===== src/rtl/systolic_feed_controller.sv =====
// Feeds a chain of weight_comp_cell instances one vector at a time and collects
// the flagged results leaving the last cell into a credit-protected result FIFO.
module systolic_feed_controller #(
  parameter int DATA_WIDTH    = 8,
  parameter int RESULT_WIDTH  = 16,
  parameter int INDEX_WIDTH   = 10,
  parameter int WEIGHT_AMOUNT = 4,
  parameter int CELL_COUNT    = 4,
  parameter int RESULT_DEPTH  = 8
) (
  input  logic                    clk,
  input  logic                    rst,
  input  logic [DATA_WIDTH-1:0]   in_data,
  input  logic                    in_valid,
  output logic                    in_ready,
  output logic [DATA_WIDTH-1:0]   array_value,
  output logic [INDEX_WIDTH-1:0]  array_index,
  output logic                    array_enable,
  input  logic [RESULT_WIDTH:0]   array_result,
  output logic [RESULT_WIDTH-1:0] out_result,
  output logic                    out_valid,
  input  logic                    out_ready,
  output logic                    busy,
  output logic                    error
);

  localparam int IDX_W = (WEIGHT_AMOUNT > 1) ? $clog2(WEIGHT_AMOUNT) : 1;
  localparam int CNT_W = $clog2(RESULT_DEPTH + 1);
  localparam int SPC_W = (CELL_COUNT > 1) ? $clog2(CELL_COUNT) : 1;
  localparam int PTR_W = (RESULT_DEPTH > 1) ? $clog2(RESULT_DEPTH) : 1;
  localparam int SUM_W = CNT_W + 2;

  localparam logic [IDX_W-1:0] IDX_LAST  = IDX_W'(WEIGHT_AMOUNT - 1);
  localparam logic [CNT_W-1:0] CNT_CELLS = CNT_W'(CELL_COUNT);
  localparam logic [CNT_W-1:0] CNT_DEPTH = CNT_W'(RESULT_DEPTH);
  localparam logic [SPC_W-1:0] SPC_LOAD  = SPC_W'(CELL_COUNT - 1);
  localparam logic [SUM_W-1:0] SUM_DEPTH = SUM_W'(RESULT_DEPTH);

  typedef enum logic [0:0] {
    IDLE = 1'b0,
    FEED = 1'b1
  } state_t;

  state_t                  state;
  state_t                  state_nxt;
  logic [IDX_W-1:0]        idx;
  logic [IDX_W-1:0]        idx_nxt;
  logic [CNT_W-1:0]        pending;
  logic [CNT_W-1:0]        pending_nxt;
  logic [CNT_W-1:0]        fifo_count;
  logic [CNT_W-1:0]        fifo_count_nxt;
  logic [SPC_W-1:0]        spacing;
  logic [SPC_W-1:0]        spacing_nxt;
  logic [PTR_W-1:0]        wr_ptr;
  logic [PTR_W-1:0]        rd_ptr;
  logic [RESULT_WIDTH-1:0] mem [RESULT_DEPTH];
  logic [SUM_W-1:0]        credit_sum;
  logic                    start_ok;
  logic                    accept;
  logic                    first_accept;
  logic                    last_accept;
  logic                    result_flag;
  logic                    fifo_full;
  logic                    push;
  logic                    pop;
  logic                    drop;

  // Credit check: every result the chain may still produce must fit in the FIFO.
  assign credit_sum   = SUM_W'(fifo_count) + SUM_W'(pending) + SUM_W'(CNT_CELLS);
  assign start_ok     = (spacing == '0) && (credit_sum <= SUM_DEPTH);
  assign in_ready     = !rst && ((state == FEED) || ((state == IDLE) && start_ok));
  assign accept       = in_valid && in_ready;
  assign first_accept = accept && (state == IDLE);
  assign last_accept  = accept && (idx == IDX_LAST);

  assign result_flag  = array_result[RESULT_WIDTH];
  assign fifo_full    = (fifo_count == CNT_DEPTH);
  assign out_valid    = (fifo_count != '0);
  assign pop          = out_valid && out_ready;
  assign push         = result_flag && (pending != '0) && (!fifo_full || pop);
  assign drop         = result_flag && !push;

  assign out_result   = out_valid ? mem[rd_ptr] : '0;
  assign busy         = (state == FEED) || (pending != '0) || (fifo_count != '0);

  // Next-state logic; a single-element vector never leaves IDLE.
  always_comb begin
    state_nxt = state;
    case (state)
      IDLE: begin
        if (first_accept && !last_accept) begin
          state_nxt = FEED;
        end else begin
          state_nxt = IDLE;
        end
      end
      FEED: begin
        if (last_accept) begin
          state_nxt = IDLE;
        end else begin
          state_nxt = FEED;
        end
      end
      default: state_nxt = IDLE;
    endcase
  end

  // Element index and start spacing counters.
  always_comb begin
    idx_nxt     = idx;
    spacing_nxt = spacing;
    if (accept) begin
      idx_nxt = last_accept ? '0 : (idx + IDX_W'(1));
    end else begin
      idx_nxt = idx;
    end
    if (first_accept) begin
      spacing_nxt = SPC_LOAD;
    end else if (spacing != '0) begin
      spacing_nxt = spacing - SPC_W'(1);
    end else begin
      spacing_nxt = spacing;
    end
  end

  // Outstanding-result credit and FIFO occupancy bookkeeping.
  always_comb begin
    pending_nxt    = pending;
    fifo_count_nxt = fifo_count;
    if (first_accept) begin
      pending_nxt = pending_nxt + CNT_CELLS;
    end else begin
      pending_nxt = pending_nxt;
    end
    if (result_flag && (pending != '0)) begin
      pending_nxt = pending_nxt - CNT_W'(1);
    end else begin
      pending_nxt = pending_nxt;
    end
    case ({push, pop})
      2'b10:   fifo_count_nxt = fifo_count + CNT_W'(1);
      2'b01:   fifo_count_nxt = fifo_count - CNT_W'(1);
      default: fifo_count_nxt = fifo_count;
    endcase
  end

  // Control state, counters and the registered array drive.
  always_ff @(posedge clk) begin
    if (rst) begin
      state        <= IDLE;
      idx          <= '0;
      pending      <= '0;
      spacing      <= '0;
      fifo_count   <= '0;
      wr_ptr       <= '0;
      rd_ptr       <= '0;
      error        <= 1'b0;
      array_value  <= '0;
      array_index  <= '0;
      array_enable <= 1'b0;
    end else begin
      state      <= state_nxt;
      idx        <= idx_nxt;
      pending    <= pending_nxt;
      spacing    <= spacing_nxt;
      fifo_count <= fifo_count_nxt;
      if (push) begin
        wr_ptr <= wr_ptr + PTR_W'(1);
      end
      if (pop) begin
        rd_ptr <= rd_ptr + PTR_W'(1);
      end
      if (drop) begin
        error <= 1'b1;
      end
      if (accept) begin
        array_value  <= in_data;
        array_index  <= INDEX_WIDTH'(idx);
        array_enable <= 1'b1;
      end else begin
        array_value  <= '0;
        array_index  <= '0;
        array_enable <= 1'b0;
      end
    end
  end

  // Result storage; contents need no reset because out_result is gated by out_valid.
  always_ff @(posedge clk) begin
    if (push) begin
      mem[wr_ptr] <= array_result[RESULT_WIDTH-1:0];
    end
  end

endmodule


===== config.mk =====
export PLATFORM = sky130hd
export DESIGN_NAME = systolic_feed_controller
export DESIGN_NICKNAME = d
export VERILOG_FILES = /design/src/rtl/systolic_feed_controller.sv
export SDC_FILE = /design/constraint.sdc
export NUM_CORES = 1
export LEC_CHECK = 0
export BUFFER_PORTS_ARGS = -buffer_cell sky130_fd_sc_hd__buf_2
export CAP_MARGIN = 20
export CORE_MARGIN = 2
export CORE_UTILIZATION = 58
export CTS_CLUSTER_DIAMETER = 200
export CTS_CLUSTER_SIZE = 14
export DETAILED_ROUTE_END_ITERATION = 6
export GPL_TIMING_DRIVEN = 0
export PLACE_DENSITY_LB_ADDON = 0.15
export SLEW_MARGIN = 40
export SYNTH_ARGS = -nofsm -noshare
export SYNTH_HDL_FRONTEND = slang
export SYNTH_SLANG_ARGS = --single-unit

===== constraint.sdc =====
create_clock -name clk -period 3.45 [get_ports clk]
set_input_delay 0.69 -clock clk [delete_from_list [all_inputs] [get_ports clk]]
set_output_delay 0.69 -clock clk [all_outputs]
set_load 0.02 [all_outputs]

== Yosys cells after proc, flatten, opt, wreduce, memory -nomap -nowiden ==
Memories as Yosys holds them, arrays and structs flattened. A register that Yosys moved wholly into a read port is not among the register bits.
Index checks and enable logic that the tools add are counted.

* $add $sub $neg: 10
* Magnitude comparators: 1
* Equal/unequal tests: 4
* Mux-type cells: 15
* Bitwise logic cells: 2
* Reductions and logical operators: 26

{| class="wikitable"
|+ Operators with widths
! kind !! count
|-
| 16-bit 2-to-1 mux || 1
|-
| 1-bit logical AND || 11
|-
| 4-bit 2-to-1 mux || 2
|-
| 4-bit case mux with 2 select lines || 1
|-
| 4-bit nonzero test || 2
|-
| 4-bit by 1-bit subtractor with 4-bit output, second input constant || 2
|-
| 3-bit by 1-bit adder with 3-bit output, second input constant || 2
|-
| 5-bit by 3-bit adder with 6-bit output, second input constant || 1
|-
| 6-bit by 4-bit less-or-equal comparator with 1-bit output, second input constant || 1
|-
| 2-bit 2-to-1 mux || 3
|-
| 3-bit 2-to-1 mux || 2
|-
| 2-bit nonzero test || 3
|-
| 4-bit by 4-bit adder with 5-bit output || 1
|-
| 1-bit 2-to-1 mux || 5
|-
| 4-bit by 1-bit adder with 4-bit output, second input constant || 1
|-
| 4-bit by 3-bit adder with 4-bit output, second input constant || 1
|-
| 2-bit equality test, second input constant || 2
|-
| 4-bit equality test, second input constant || 1
|-
| 1-bit zero test || 4
|-
| 1-bit logical OR || 4
|-
| 2-bit by 1-bit adder with 2-bit output, second input constant || 1
|-
| 2-bit by 1-bit equality test with 1-bit output, second input constant || 1
|-
| 2-bit zero test || 1
|-
| 1-bit inverter || 2
|-
| other kinds (3) || 3
|}

* Register bits: 39
* Bits in writable memories: 128
* Output and inout port bits: 39
* Word-level logic and storage cells: 71
* Memories kept: 1

{| class="wikitable"
|+ Memories
! name !! words !! bits a word !! rd ports !! clocked after memory_dff !! write ports !! line !! RTL
|-
| mem || 8 || 16 || 1 || 1 || 1 || 56 || <nowiki>logic [RESULT_WIDTH-1:0] mem [RESULT_DEPTH];</nowiki>
|}

== Depth between registers and ports, before layout ==
Gate-level depths: netlist (run 1).

* Depth after elaboration: 13
* Gate-level depth with buffers: 10
* Mapped depth without buffers: 9

== Worst setup path after synthesis (run 1) ==
OpenSTA, ideal clock, no wires.

* Path kind: input to register
* Start: input port array_result[16]
* End: memory mem[0][0], enable pin
* Setup time: 430 ps
* Data arrival time: 2740 ps
* Required time: 3020 ps
* Path slack: 280 ps
* Stages on the path: 4
* Buffers on the path: 1
* Cells stage by stage: a21boi_2 > buf_4 > o21ai_4 > nor4_1

* Word-level cells in the longest chain between the ends: 4

{| class="wikitable"
|+ Ends and longest elaborated chain
! item !! line !! RTL
|-
| start: declaration || 19 || <nowiki>input logic [RESULT_WIDTH:0] array_result,</nowiki>
|-
| 1-bit logical AND (2 in series) || 80 || <nowiki>assign push = result_flag && (pending != '0) && (!fifo_full || pop);</nowiki>
|-
| 1-bit 2-to-1 mux || 190 || <nowiki>if (push) begin</nowiki>
|-
| 1-bit 2-to-1 mux (implied by the code) || 191 || <nowiki>mem[wr_ptr] <= array_result[RESULT_WIDTH-1:0];</nowiki>
|-
| end: declaration || 56 ||
|}

No other way between the ends.

== Worst setup path after layout (run 1) ==
* Start: register fifo_count[1]
* End: output port in_ready

* Word-level cells in the longest chain between the ends: 7

{| class="wikitable"
|+ Ends and longest elaborated chain
! item !! line !! RTL
|-
| start: declaration || 50 || <nowiki>logic [CNT_W-1:0] fifo_count;</nowiki>
|-
| start signal: assignment || 166 || <nowiki>fifo_count <= fifo_count_nxt;</nowiki>
|-
| 4-bit by 4-bit adder with 5-bit output || 69 || <nowiki>assign credit_sum = SUM_W'(fifo_count) + SUM_W'(pending) + SUM_W'(CNT_CELLS);</nowiki>
|-
| 5-bit by 3-bit adder with 6-bit output || 69 ||
|-
| 6-bit by 4-bit less-or-equal comparator with 1-bit output || 70 || <nowiki>assign start_ok = (spacing == '0) && (credit_sum <= SUM_DEPTH);</nowiki>
|-
| 1-bit logical AND || 70 ||
|-
| 1-bit logical AND || 71 || <nowiki>assign in_ready = !rst && ((state == FEED) || ((state == IDLE) && start_ok));</nowiki>
|-
| 1-bit logical OR || 71 ||
|-
| 1-bit logical AND || 71 ||
|-
| end: declaration || 15 || <nowiki>output logic in_ready,</nowiki>
|}

No other way between the ends.

==> results of run 1 <==
## repair_timing
item,in CTS,in global routing
hold endpoints to repair,0,0
setup buffers,0,1
setup endpoints to repair,1,1
resized for setup,2,2
cloned,0,0
pin swaps,0,1
hold buffers,0,0
## worst max-delay path, cell delays in order (launching register included)
cell and delay, ns:
sky130_fd_sc_hd__dfxtp_2 0.40, sky130_fd_sc_hd__ha_1 0.25, sky130_fd_sc_hd__ha_1 0.24, sky130_fd_sc_hd__fa_1 0.46
sky130_fd_sc_hd__nor3_2 0.24, sky130_fd_sc_hd__or2_1 0.20, sky130_fd_sc_hd__nand3_1 0.09, sky130_fd_sc_hd__a21oi_1 0.15
sky130_fd_sc_hd__buf_2 0.18
## final cells by class
cell class,count,share of cell area
clock buffers,21,0.05773
repair buffers,70,0.04643
flip-flops and latches,162,0.5675
plain buffers,24,0.01757
clock inverters,11,0.01929
well taps,143,0.02243
multi-input cells,206,0.2612
inverters,16,0.007843
## flip-flops by register name, summed over array words and instances (netlist names), named ones only
name	count
array_enable	1
idx	2
array_value	8
mem	128
fifo_count	4
wr_ptr	3
array_index	2
rd_ptr	3
error	1
spacing	2
pending	4
## report_power, final
part / switching [mW] / internal (mW) / leakage [nW] / total [mW]
Clock: 0.737 / 1.18 / 0.300 / 1.92
Sequential: 0.133 / 2.35 / 1.43 / 2.48
Combinational: 1.32 / 0.888 / 1.18 / 2.21
Total: 2.19 / 4.42 / 2.91 / 6.61
## worst paths after layout
path | to | slack (ns) | depth (start not counted)
setup / recovery | in_ready | 0.14 | 8
hold reg to reg | pending[0] | 0.49 | 2
hold / removal | array_value[1] | 0.48 | 2
setup reg to reg | mem[4][3] | 0.44 | 9
## routing by layer
layer / vias up / track usage / part of all wire
met5: - / 0 / 0
met4: 0 / 0.07654 / 0.016
met3: 15 / 0.05879 / 0.054
met2: 103 / 0.3463 / 0.50
met1: 1878 / 0.2937 / 0.43
li1: 1714 / - / -
## logic make-up (layout without fill, tap and decap cells)
logic type | Yosys count | after routing
AO/OA/AOI/OAI | 28 | 28
other | 1 | 8
buffers and inverters | 40 | 142
adder cells (fa/ha/maj) | 17 | 17
flip-flops | 162 | 162
AND/OR/NAND/NOR | 89 | 89
XOR/XNOR | 9 | 9
multiplexers | 55 | 55
## metrics by stage
stage | total power [mW] | util | instances | setup WS, ns
after floorplan | 4.066 | - | 408 | 0.2797
after global placement | 4.576 | 0.6343 | 608 | -1.284
after detailed placement | 4.696 | 0.6454 | 620 | 0.3684
after CTS | 6.641 | 0.7003 | 652 | 0.03858
after global routing | 6.946 | 0.7016 | 653 | 0.02116
final | 6.608 | 0.7016 | 653 | 0.1403
## layout by cell type (no fill, tap or decap), drive strengths merged, types with 2 or more instances in the layout
cell | netlist | routed
clkbuf | 5 | 26
mux2i | 17 | 17
bufinv | 0 | 3
clkinv | 0 | 5
edfxtp | 128 | 128
xnor2 | 3 | 3
nor3 | 7 | 7
inv | 16 | 18
conb | 1 | 8
nand4 | 4 | 4
nand2b | 4 | 4
nand2 | 6 | 6
dfxtp | 34 | 34
or2 | 3 | 3
a21oi | 11 | 11
buf | 19 | 89
nor2 | 37 | 37
mux4 | 32 | 32
o21ai | 2 | 2
nand3 | 6 | 6
o211ai | 3 | 3
nor2b | 4 | 4
ha | 15 | 15
and2 | 10 | 10
a211oi | 2 | 2
fa | 2 | 2
nand3b | 2 | 2
a211o | 2 | 2
mux2 | 6 | 6
xor2 | 6 | 6
==> reports/summary.md, run 1 <==
The run finished with clean final reports. The tools report the count of pins over their slew limit as 0. Average instance area after synthesis: 16.76 um2.

The share of the synthesized area in compound gates (AO/OA/AOI/OAI) is 0.03667. The synthesized instance count came out at 401. The tools report the arrival time at the worst endpoint as 2.62 ns.

For the final count of hold timing violations, the log shows 0. The region available for standard cell placement spans 0.01137 mm2. The logs give 766 for the number of fill cells and 3710 for the via count.

The logs give 53 for the number of distinct library cells after synthesis and 0 for the count of final setup violators. Power spread over the standard cell area amounts to 828.5 mW/mm2. Across the run, the number of max-cap violations was 0. The ratio of cells with drive above 1 in the final layout was 0.3569; the xor and xnor area share after synthesis was 0.01173.

The clock arrives with 0.009652 ns of skew. Clock-pin slew was measured on the worst setup and hold paths at 0.06 ns. Launch instance of the worst min-delay path: in_data[1]. The number of input and output port buffers inserted is 57, and the number of warnings printed during yosys synthesis is 0.

After detailed routing, the average wire length per cell comes to 19.34 um. The die boundary height is 111.7 um. The floorplan step defined a die boundary enclosing 0.01247 mm2. For the total negative slack, the log shows 0 ns.

The cell type with the highest aggregate area in the netlist is sky130_fd_sc_hd__edfxtp_1. The final design area excluding fillers was 0.007976 mm2; the layout overhead on the synthesized area was 18.67%. The number of synthesized register bits is 162, and the transition at the pin with the smallest max-transition slack is 0.8165 ns. The final period utilization is 0.9593.

After synthesis, the largest family of logic cells by area is multiplexers. In the routed design, unresolved DRC markers number 0. The number of antenna violations at the first check in global routing is 0. The sequential cells in the finished layout cover a total of 0.004527 mm2. The initial cell density of the core was 0.5912.

From left edge to right edge, the die measures 111.7 um. Tracing the worst setup path back leads to its startpoint at fifo_count[1]. Maximum clock rate: 0.3021 GHz. In this run, the number of DRC markers left after iteration 0 of detailed routing was 297.

The global-route usage over all layers is 0.2174, and the count of flip-flops with a built-in enable after synthesis is 128. The first TritonRoute pass finished after 4 iterations. Counting along the longest clock path gives a buffer depth of 2. The share of the synthesized area in the top cell type works out to 0.5719. CTS sink count: 162.

Setup repair after global routing left no endpoint under its margin. At the end of routability-driven placement, the weighted congestion stood at 0.7779. Multi-input gate area in the final layout: 0.002083 mm2. In this run the worst hold path is classified as primary input to flop. IR analysis of the VDD net gives a maximum drop of 0.0005412 V. The startpoint identified for the worst register-to-register timing path is pending[2]. The static leakage was 2.914 nW; the post-synthesis share of cell area spent on full adders, half adders and majority gates was 0.03388. Critical path launch point type: a flop. The run gives 0.6731 as the part of the Yosys area used for sequential elements. TritonCTS built the clock tree. The library cell with the highest instance count after synthesis was sky130_fd_sc_hd__edfxtp_1. The endpoint class of the critical path is an output pin.

The count of antenna diodes in the layout was 0; the via count of the first global-routing pass was 3817. Clock latency on the worst-skew pair, taken at its later pin, is 0.42 ns. The synthesized netlist occupies a cell area of 0.006721 mm2.

The H-tree was split into 4 levels. Summed over all nets, the half-perimeter wirelength after detailed placement is 8408 um. The start-to-end type of the worst setup path is flop to output pin. In this run the cell area measured after placement is 0.007338 mm2. The tree is rooted in a sky130_fd_sc_hd__clkbuf_16. Main flop type after synthesis: sky130_fd_sc_hd__edfxtp_1. In the final design database the tool counted 543 nets. The synthesized-area fraction occupied by and/or/nand/nor cells came out at 0.06962. The run gives 0 as the count of antenna-violating nets left after detailed routing. Ranked by total cell area, the synthesized netlist is headed by sky130_fd_sc_hd__edfxtp_1 (57%), sky130_fd_sc_hd__mux4_2 (11%), sky130_fd_sc_hd__dfxtp_1 (10%).

The top-level port count is 68, and the shortest clock period the worst path allows after layout is 3.310 ns. Along the worst path, the maximum fanout reaches 6. The share of synthesized area spent on multiplexers was 0.1443. The CTS buffer count is 17, and the global-route wire length before repair is 20310 um. After floorplanning, the core was divided into 39 placement rows.

The tools report the remaining global-route overflow as 0. The run gives 0.4557 as the worst slew margin relative to its limit. For the worst setup path, the data required time is 2.76 ns. By count the netlist is led by sky130_fd_sc_hd__edfxtp_1 (128), sky130_fd_sc_hd__nor2_1 (35), sky130_fd_sc_hd__dfxtp_1 (34), sky130_fd_sc_hd__mux4_2 (32), sky130_fd_sc_hd__mux2i_1 (17). Dividing the detail-routed via count by the number of cells gives 5.681.

The share of synthesized registers carrying an async set or reset was 0; the final hold slack was 0.4758 ns. The wire length reported by the detailed router is 12630 um, and the largest net degree at the start of global routing is 17.
No activity file was read; power rests on OpenSTA's default activity.
==> inputs of run 2 (changes only) <==
--- a/config.mk
+++ b/config.mk
@@ -11,3 +11,2 @@
 export CORE_UTILIZATION = 58
-export CTS_CLUSTER_DIAMETER = 200
 export CTS_CLUSTER_SIZE = 14
==> constraint.sdc (replaced) <==
create_clock -name clk -period 3.45 [get_ports clk]
set_input_delay 0 -clock clk [delete_from_list [all_inputs] [get_ports clk]]
set_output_delay 0 -clock clk [all_outputs]
set_load 0.02 [all_outputs]
==> reports/summary.md, run 2 (synthesized netlist as in run 1, its figures left out) <==
The run gives 12920 um (was 12630 um) as the wire length reported by the detailed router. The final design area excluding fillers came out at 0.008223 mm2 (was 0.007976 mm2). The number of input and output port buffers inserted was 57 (unchanged).

Most common cell after layout, fill and taps aside: sky130_fd_sc_hd__edfxtp_1 (unchanged). The worst slew margin relative to its limit is 0.4496 (was 0.4557), and the required time of the worst setup path is 3.58 ns (was 2.76 ns). The CTS sink count is 162 (unchanged).

The critical path launch point type was a flop (unchanged). The number of flip-flops in the largest register is 128 (unchanged). The ratio of cells with drive above 1 in the final layout was 0.3321 (was 0.3569). The tools report the maximum clock rate as 0.3320 GHz (was 0.3021 GHz). For the highest ir drop seen on vdd, the log shows 0.0005460 V (was 0.0005412 V). The global-route usage over all layers came out at 0.2218 (was 0.2174).

The number of buffers added for setup after CTS is 0 (unchanged). The per-cell routed wire length was 19.03 um (was 19.34 um). CTS clock-pin slew for the worst setup and hold paths: 0.06 ns (about the same).

The number of optimization iterations in the first detailed-route pass came out at 4 (unchanged). The tools report the remaining global-route overflow as 0 (unchanged). The count of final setup violators came out at 0 (unchanged). Topmost layer with routed signal wires: met4 (unchanged).

Count of pins over their slew limit: 0 (unchanged). The run gives 6.605 mW (was 6.608 mW) as the total power consumption of the routed design. The count of antenna diodes in the layout was 0 (unchanged); the post-route worst setup slack was 0.4380 ns (was 0.1403 ns). The via count was 3807 (was 3710). The detailed placer's ending HPWL came out at 8408 um (unchanged). The global-route wire length before repair came out at 20780 um (was 20310 um). The tools report the share of total power in the clock network as 0.291 (about the same). Die boundary height: 111.7 um (unchanged). The tools report the area of the core region as 0.01137 mm2 (unchanged).

Most used cells in the layout excluding fill and tap cells: sky130_fd_sc_hd__edfxtp_1 (128), sky130_fd_sc_hd__buf_2 (69), sky130_fd_sc_hd__dfxtp_1 (34) (was sky130_fd_sc_hd__edfxtp_1 (128), sky130_fd_sc_hd__buf_2 (69), sky130_fd_sc_hd__mux4_2 (32), sky130_fd_sc_hd__nor2_1 (32), sky130_fd_sc_hd__dfxtp_1 (32)). Setup repair after global routing left no endpoint under its margin. Worst setup skew after layout: 0.009751 ns (was 0.009652 ns). The endpoint class of the critical path is a flop (was an output pin).

The biggest fanout along the worst timing path is 10 (was 6). The die extent in x works out to 111.7 um (unchanged). The shortest clock period the worst path allows after layout came out at 3.012 ns (was 3.310 ns). The logs give 738 um (was 686 um) for the routed length on met3 and 4 (unchanged) for the number of H-tree levels. For the count of antenna-violating nets left after detailed routing, the log shows 0 (unchanged).

The total negative slack is 0 ns (unchanged). Start-to-end type of the worst setup path: flop to flop (was flop to output pin). The number of cells traversed by the worst hold path was 3 (was 2); the post-layout instance count excluding filler cells was 679 (was 653).

For the met2 routed wirelength, the log shows 6467 um (was 6298 um). Top Registers: mem (128), array_value (8) (unchanged). The worst slack at placement was 0.4573 ns (was 0.3684 ns); the number of placement rows was 39 (unchanged).

The arrival time at the worst endpoint is 3.14 ns (was 2.62 ns), and the number of maximum-capacitance violations is 0 (unchanged). The setup slack on the worst flop-to-flop path was 0.44 ns (about the same); the largest net degree at the start of global routing was 17 (unchanged). The clock tree root driver cell was sky130_fd_sc_hd__clkbuf_16 (unchanged).

The via count of the first global-routing pass is 3964 (was 3817), and the initial cell density of the core is 0.5912 (unchanged). The cell count after placement is 620 (unchanged). Capture instance of the worst register-to-register path: mem[4][6] (was mem[4][3]). Number of buffers between clock root and the deepest sink: 2 (unchanged).

The transition at the pin with the smallest max-transition slack came out at 0.8256 ns (was 0.8165 ns). The post-detailed-placement cell area is 0.007338 mm2 (unchanged), and the routed length on met1 is 5492 um (was 5433 um). For the CTS buffer count, the log shows 17 (unchanged). The register name with the most flops is mem (unchanged).

TritonCTS built the clock tree. The run gives 0.7232 (was 0.7016) as the final cell utilization of the core. Depth of the worst register-to-register path: 9 (unchanged). The logs give 4.428 mW (was 4.420 mW) for the internal power component and 3.018 nW (was 2.914 nW) for the static leakage.

The final layout net count was 569 (was 543); the routability congestion estimate was 0.7779 (unchanged). The tools report the number of antenna violations at the first check in global routing as 0 (unchanged). The run gives 0.01247 mm2 (unchanged) as the die footprint. The final count of hold timing violations is 0 (unchanged).

The source of the worst register-to-register timing path is pending[2] (unchanged). The switching part of the total power is 0.3296 (was 0.3312). For the portion of total power attributed to sequential cells, the log shows 0.375 (about the same). The logs give 68 (unchanged) for the top-level port count and 0.02895 ns (was 0.4758 ns) for the final hold slack. The number of buffers inserted for hold repair after clock tree synthesis is 27 (was 0). The areal power density over the cells came out at 803.2 mW/mm2 (was 828.5 mW/mm2). The launch instance of the worst min-delay path is rst (was in_data[1]). The worst hold endpoint was fifo_count[0] (was array_value[1]). The flow ran to the end, and the final reports show no timing, DRC or antenna violations. The tools report the fraction of power consumed by combinational cells as 0.334 (about the same).

The total net switching power is 2.177 mW (was 2.188 mW), and the final period utilization is 0.8731 (was 0.9593). The layout overhead on the synthesized area was 22.34% (was 18.67%). For the residual DRC count, the log shows 0 (unchanged). The run gives 323 (was 297) as the number of DRC violations after detailed-routing iteration 0. Worst min-delay path category: primary input to flop (unchanged). The clock insertion delay at the later pin of the skew report is 0.42 ns (about the same). The average via count per standard cell is 5.607 (was 5.681).

The run gives 0 (was 2) as the number of gates given a new drive strength after cts.
==> run 2: changes by cell type in the layout (fill, tap and decap cells not counted), sizes merged <==
cell and delta:
buf -1, dlygate4sd3 +27
==> run 2: cell type report <==
type                       instances  area (um2)
buffer                            24       140.1
clock buffer                      21       460.4
clock inverter                    11       153.9
fill                             736        3147
inverter                          16       62.56
multi-input combinational        206        2069
sequential                       162        4524
tap                              143       178.9
timing repair buffer              96       633.1
==> run 2: layer usage <==
| metal | GRT usage | vias up |
|---|---|---|
| li1 | - | 1768 |
| met1 | 0.2975 | 1892 |
| met4 | 0.07572 | 0 |
| met2 | 0.3576 | 128 |
| met5 | 0 | - |
| met3 | 0.05879 | 19 |
==> run 2: worst max path at each step <==
stage          depth (start not counted)        from   endpoint
5_1_grt                                9  pending[0]  mem[4][3]
3_5_place_dp                           9  pending[2]  mem[4][6]
3_3_place_gp                           6  pending[2]  mem[0][6]
2_1_floorplan                          6  pending[2]  mem[0][0]
4_1_cts                                9  pending[2]  mem[4][3]
6_report                               9  pending[2]  mem[4][6]
==> run 2: critical path: stages, from the launching register on <==
cell and delay, ns:
sky130_fd_sc_hd__dfxtp_1 0.42, sky130_fd_sc_hd__inv_1 0.09, sky130_fd_sc_hd__ha_1 0.26, sky130_fd_sc_hd__a21boi_2 0.22
sky130_fd_sc_hd__buf_4 0.23, sky130_fd_sc_hd__o21ai_4 0.13, sky130_fd_sc_hd__or2_2 0.39, sky130_fd_sc_hd__nor3_2 0.47
sky130_fd_sc_hd__buf_2 0.32, sky130_fd_sc_hd__buf_4 0.20
==> run 2: power groups by stage <==
stage / clock (mW) / combinational (mW) / sequential, mW
floorplan: 0 / 1.54 / 2.53
global placement: 0 / 2.07 / 2.51
detailed placement: 0 / 2.18 / 2.52
CTS: 1.95 / 2.23 / 2.48
global route: 2.04 / 2.41 / 2.50
finish: 1.92 / 2.21 / 2.48
